## src/rtl/alu_rf_pipe.sv

```systemverilog
// rtl/alu_rf_pipe.sv - two-stage ALU with register file, write bypass and PSR flags
module alu_rf_pipe #(
  parameter  int WIDTH = 16,
  parameter  int NREGS = 16,
  localparam int AW    = $clog2(NREGS)
) (
  input  logic             clk,
  input  logic             reset,
  input  logic             in_valid,
  output logic             in_ready,
  input  logic [3:0]       op,
  input  logic [AW-1:0]    dst,
  input  logic [AW-1:0]    src,
  input  logic [WIDTH-1:0] immd,
  input  logic             use_immd,
  output logic             out_valid,
  input  logic             out_ready,
  output logic [WIDTH-1:0] result,
  output logic [AW-1:0]    result_dst,
  output logic [4:0]       flags,
  input  logic [AW-1:0]    dbg_addr,
  output logic [WIDTH-1:0] dbg_data
);

  localparam logic [3:0] OP_ADD  = 4'd0;
  localparam logic [3:0] OP_AND  = 4'd1;
  localparam logic [3:0] OP_OR   = 4'd2;
  localparam logic [3:0] OP_XOR  = 4'd3;
  localparam logic [3:0] OP_SUB  = 4'd4;
  localparam logic [3:0] OP_CMP  = 4'd5;
  localparam logic [3:0] OP_MOV  = 4'd6;
  localparam logic [3:0] OP_LSH  = 4'd7;
  localparam logic [3:0] OP_ASHU = 4'd8;

  // Shift magnitudes at or beyond this saturate
  localparam logic [WIDTH:0] SHIFT_LIM = (WIDTH+1)'(WIDTH);
  localparam logic [WIDTH:0] ONE_W1    = (WIDTH+1)'(1);

  logic [WIDTH-1:0] r_rf [NREGS];

  logic             r_s1_valid;
  logic [3:0]       r_s1_op;
  logic [AW-1:0]    r_s1_dst;
  logic [WIDTH-1:0] r_s1_a;
  logic [WIDTH-1:0] r_s1_b;

  logic             r_out_valid;
  logic [WIDTH-1:0] r_result;
  logic [AW-1:0]    r_result_dst;
  logic [4:0]       r_flags;

  logic                    w_advance;
  logic                    w_wr_en;
  logic [WIDTH-1:0]        w_alu;
  logic [4:0]              w_flags_next;
  logic [WIDTH:0]          w_sum;
  logic [WIDTH:0]          w_diff;
  logic                    w_add_ovf;
  logic                    w_sub_ovf;
  logic                    w_shneg;
  logic [WIDTH:0]          w_shamt;
  logic                    w_shsat;
  logic [WIDTH-1:0]        w_shl;
  logic [WIDTH-1:0]        w_shr;
  logic signed [WIDTH-1:0] w_asr;
  logic [WIDTH-1:0]        w_lsh;
  logic [WIDTH-1:0]        w_ashu;
  logic [WIDTH-1:0]        w_opa;
  logic [WIDTH-1:0]        w_opb;

  // Both stages move together; a held result freezes the whole pipe
  assign w_advance  = !r_out_valid || out_ready;
  assign in_ready   = w_advance;
  assign out_valid  = r_out_valid;
  assign result     = r_result;
  assign result_dst = r_result_dst;
  assign flags      = r_flags;
  assign dbg_data   = r_rf[dbg_addr];

  // Stage-2 datapath: adder/subtractor, signed-count shifter, result mux and flags
  always_comb begin
    w_sum     = {1'b0, r_s1_a} + {1'b0, r_s1_b};
    w_diff    = {1'b0, r_s1_a} - {1'b0, r_s1_b};
    w_add_ovf = (r_s1_a[WIDTH-1] == r_s1_b[WIDTH-1]) && (w_sum[WIDTH-1] != r_s1_a[WIDTH-1]);
    w_sub_ovf = (r_s1_a[WIDTH-1] != r_s1_b[WIDTH-1]) && (w_diff[WIDTH-1] != r_s1_a[WIDTH-1]);

    // One extra bit so the magnitude of the most negative count is representable
    w_shneg = r_s1_b[WIDTH-1];
    w_shamt = w_shneg ? ({1'b0, ~r_s1_b} + ONE_W1) : {1'b0, r_s1_b};
    w_shsat = (w_shamt >= SHIFT_LIM);
    w_shl   = r_s1_a << w_shamt;
    w_shr   = r_s1_a >> w_shamt;
    w_asr   = $signed(r_s1_a) >>> w_shamt;
    w_lsh   = w_shsat ? '0 : (w_shneg ? w_shr : w_shl);
    if (w_shsat) begin
      w_ashu = w_shneg ? {WIDTH{r_s1_a[WIDTH-1]}} : '0;
    end else begin
      w_ashu = w_shneg ? $unsigned(w_asr) : w_shl;
    end

    case (r_s1_op)
      OP_ADD:         w_alu = w_sum[WIDTH-1:0];
      OP_AND:         w_alu = r_s1_a & r_s1_b;
      OP_OR:          w_alu = r_s1_a | r_s1_b;
      OP_XOR:         w_alu = r_s1_a ^ r_s1_b;
      OP_SUB, OP_CMP: w_alu = w_diff[WIDTH-1:0];
      OP_MOV:         w_alu = r_s1_b;
      OP_LSH:         w_alu = w_lsh;
      OP_ASHU:        w_alu = w_ashu;
      default:        w_alu = '0;
    endcase

    // PSR layout {N,Z,F,L,C}
    w_flags_next = r_flags;
    if (r_s1_op == OP_ADD) begin
      w_flags_next = {1'b0, (w_sum[WIDTH-1:0] == '0), w_add_ovf, 1'b0, w_sum[WIDTH]};
    end else if (r_s1_op == OP_SUB || r_s1_op == OP_CMP) begin
      w_flags_next = {w_diff[WIDTH-1] ^ w_sub_ovf, (r_s1_a == r_s1_b), w_sub_ovf,
                      w_diff[WIDTH], w_diff[WIDTH]};
    end

    w_wr_en = r_s1_valid && w_advance && (r_s1_op <= OP_ASHU) && (r_s1_op != OP_CMP);
  end

  // Stage-1 operand fetch, forwarding the value being written at this same edge
  always_comb begin
    w_opa = r_rf[dst];
    if (w_wr_en && (r_s1_dst == dst)) w_opa = w_alu;
    w_opb = use_immd ? immd : r_rf[src];
    if (!use_immd && w_wr_en && (r_s1_dst == src)) w_opb = w_alu;
  end

  // Pipeline, register file and PSR update; reset discards anything in flight
  always_ff @(posedge clk) begin
    if (!reset) begin
      for (int i = 0; i < NREGS; i++) r_rf[i] <= '0;
      r_s1_valid   <= 1'b0;
      r_s1_op      <= '0;
      r_s1_dst     <= '0;
      r_s1_a       <= '0;
      r_s1_b       <= '0;
      r_out_valid  <= 1'b0;
      r_result     <= '0;
      r_result_dst <= '0;
      r_flags      <= '0;
    end else if (w_advance) begin
      if (w_wr_en) r_rf[r_s1_dst] <= w_alu;
      r_out_valid <= r_s1_valid;
      if (r_s1_valid) begin
        r_flags      <= w_flags_next;
        r_result     <= w_alu;
        r_result_dst <= r_s1_dst;
      end
      r_s1_valid <= in_valid;
      if (in_valid) begin
        r_s1_op  <= op;
        r_s1_dst <= dst;
        r_s1_a   <= w_opa;
        r_s1_b   <= w_opb;
      end
    end
  end

endmodule

```

## config.mk

```make
export PLATFORM = sky130hd
export DESIGN_NAME = alu_rf_pipe
export DESIGN_NICKNAME = d
export VERILOG_FILES = /design/src/rtl/alu_rf_pipe.sv
export SDC_FILE = /design/constraint.sdc
export NUM_CORES = 1
export LEC_CHECK = 0
export CAP_MARGIN = 20
export CELL_PAD_IN_SITES_DETAIL_PLACEMENT = 1
export CELL_PAD_IN_SITES_GLOBAL_PLACEMENT = 1
export CORE_MARGIN = 2
export CORE_UTILIZATION = 45
export DETAILED_ROUTE_END_ITERATION = 7
export GPL_TIMING_DRIVEN = 0
export PLACE_DENSITY = 0.87
export REMOVE_ABC_BUFFERS = 1
export SYNTH_ARGS = -nofsm -noshare
export SYNTH_HDL_FRONTEND = slang
export SYNTH_SLANG_ARGS = --single-unit
```

## constraint.sdc

```tcl
create_clock -name clk -period 4.6 [get_ports clk]
set_input_delay 1.15 -clock clk [delete_from_list [all_inputs] [get_ports clk]]
set_output_delay 1.15 -clock clk [all_outputs]
set_load 0.02 [all_outputs]
```

==> results.toml <==
[synthesis]
synth_area_um2 = 22650
async_flop_share = 0
synth_cells = 1980
yosysSeqAreaShare = 0.3986
synth_edf_count = 256
yosys_warnings = 0
yosysUniqueCellTypes = 91
synth_seq_cells = 323
ys.flop_type = "edfxtp_1"
post_synth.cell_area_avg_um2 = 11.44

[worst_setup_path]
path_class = "in2out"
start_kind = "input pin"
cp_max_fo = 30
worstPathArrival_ps = 3410
end_kind = "output port"
required_ps = 3450

[clock_tree]
clk_latency_ps = 590
cts_buffer_depth = 3
cts_sinks = 323
root_buffer = "clkbuf_16"
clk_pin_slew_ps = 50
cts_made_buffers = 38
cts_tree = "done"
cts_max_level = 2

[timing]
finalSetupViolations = 0
drv_slew = 0
fmax_mhz = 219.5
post-route-min-period_ps = 4557
layout_setup_ws_ps = 43.35
rsz0062_at_grt = "true"
max-slew-margin-rel = 0.1372
finalClockSkew_ps = 36.56
worst_slew_pin_slew_ps = 1291
final.period_utilization = 0.9906
hold_viol_final = 0

[die]
start_util = 0.4533
rows = 82
core_region_area_um2 = 49970
die_h_um = 228.3
dieArea_um2 = 52140
dieWidth_um = 228.3
io_pins = 80

[grt]
overflow = 0
antenna_found_initial = 2
grt.total_usage = 0.3626
grt_first_pass_wirelength_mm = 139.2
grt_pass1_vias = 20590
grt_max_degree = 50

[placed_design]
portBuffers = 79
dp_slack_ps = -1515
place.gp.congestion = 0.9722
hpwl_mm = 62.61

[finish]
final_common_cell = "nor2_1"
drive_gt1_frac = 0.2542
fin_nets = 2069
final_util = 0.5252
area.growth.synth_to_final_pct = 15.87
final_cell_mix = "339 x nor2_1, 257 x mux4_2, 256 x edfxtp_1"

[detailed_routing]
vias_per_cell = 7.382
drc_errors = 0
drt-initial-drc-count = 2637
wl_per_cell_um = 35.87
drtAntennaViolNets = 0
vias = 19780
first_pass_iters = 5
routed_wl_mm = 96.10

[worst_hold_path]
min-delay-path-class = "reg2reg"

[power_and_ir_drop]
p_leak_nw = 8.853
vdd_drop_max_mv = 0.3257
powerDensity_nw_per_um2 = 340.2

[run_status]
status = "finished, final reports clean"

[run]
maxCapViolCount = 0
-- path summary, 6_finish.rpt --
kind / slack (ps) / start / endpoint / cells past startpoint
setup reg to reg: 70 / r_s1_b[1] / r_s1_b[15] / 14
setup / recovery: 40 / dbg_addr[0] / dbg_data[8] / 5
hold reg to reg: 480 / flags[2] / flags[2] / 2
hold / removal: 480 / flags[2] / flags[2] / 2
-- Yosys cell counts (all sizes together) (26+ instances only) --
library cell	count	area, um2
a21oi	82	410.4
nand2	143	536.8
dfxtp	67	1341
nor2	342	1300
mux4	257	5788
nor3	32	176.4
buf	61	285.3
ha	50	625.6
clkbuf	133	500.5
o21ai	98	498.0
a31oi	27	187.7
nor2b	26	162.7
edfxtp	256	7687
inv	48	180.2
nand3	31	155.2
-- worst max-delay path, stage by stage --
cell and delay, ps:
buf_12 240, buf_16 250, mux4_2 550, mux4_2 580
clkdlybuf4s50_1 580
-- kinds of logic (layout without fill, tap and decap cells) --
logic type,after synthesis,in the layout,share of synthesized area
AOI/OAI and AO/OA,387,387,0.1154
xor gates and xnor gates,31,31,0.01199
DFF,323,323,0.3986
buffers and inverters,243,269,0.04281
muxes,287,287,0.2695
other,0,1,0
and+or+nand+nor,656,656,0.1314
adders and majority gates,53,53,0.03027
-- flip-flops by register name, indices dropped and copies added (netlist names) --
signal	count
r_rf	256
r_s1_a	16
r_s1_b	16
result	16
flags	5
r_s1_dst	4
r_s1_op	4
result_dst	4
out_valid	1
r_s1_valid	1
-- cell type report --
| class | count | area, um2 |
|---|---|---|
| repair inverters | 1 | 5.005 |
| clock buffers | 48 | 1031 |
| well taps | 672 | 840.8 |
| inverters | 49 | 200.2 |
| diodes | 1 | 2.502 |
| multi-input cells | 1414 | 12980 |
| clock inverters | 19 | 146.4 |
| fillers | 5052 | 23720 |
| flip-flops and latches | 323 | 9099 |
| repair buffers | 152 | 1939 |
-- power by group --
| part | internal (mW) | switching, mW | leakage [nW] | total (mW) |
|---|---|---|---|---|
| logic | 0.993 | 1.49 | 5.07 | 2.48 |
| clock network | 1.65 | 1.31 | 0.577 | 2.97 |
| registers | 3.28 | 0.204 | 3.21 | 3.48 |
| total | 5.92 | 3.01 | 8.85 | 8.93 |
-- per-stage QoR --
stage	instances	TNS, ps	total power, mW	hold slack, ps	area (um2)
after floorplan	1786	-384330	4.719	458.4	21860
after global placement	2537	-1713610	5.572	453.9	23500
after detailed placement	2572	-507200	5.697	455.2	24280
after CTS	2655	-279.3	8.737	472.0	25870
after global routing	2678	-87.90	9.129	490.5	26240
final	2679	0	8.929	476.4	26240
-- routing by layer --
metal / vias up / track usage / wire length, um
met5: - / 0 / 24
met3: 455 / 0.09244 / 11460
li1: 7695 / - / -
met4: 4 / 0.2116 / 6356
met2: 1643 / 0.6055 / 46670
met1: 9979 / 0.4253 / 31590
-- repair_timing --
item                                    CTS  global route
pin swaps                                 9             8
hold buffers                              0             0
buffers inserted                         14            20
cloned                                    2             1
endpoints found under the setup margin  523           243
gates resized for setup                  62            47
No activity file was read; power rests on OpenSTA's default activity.
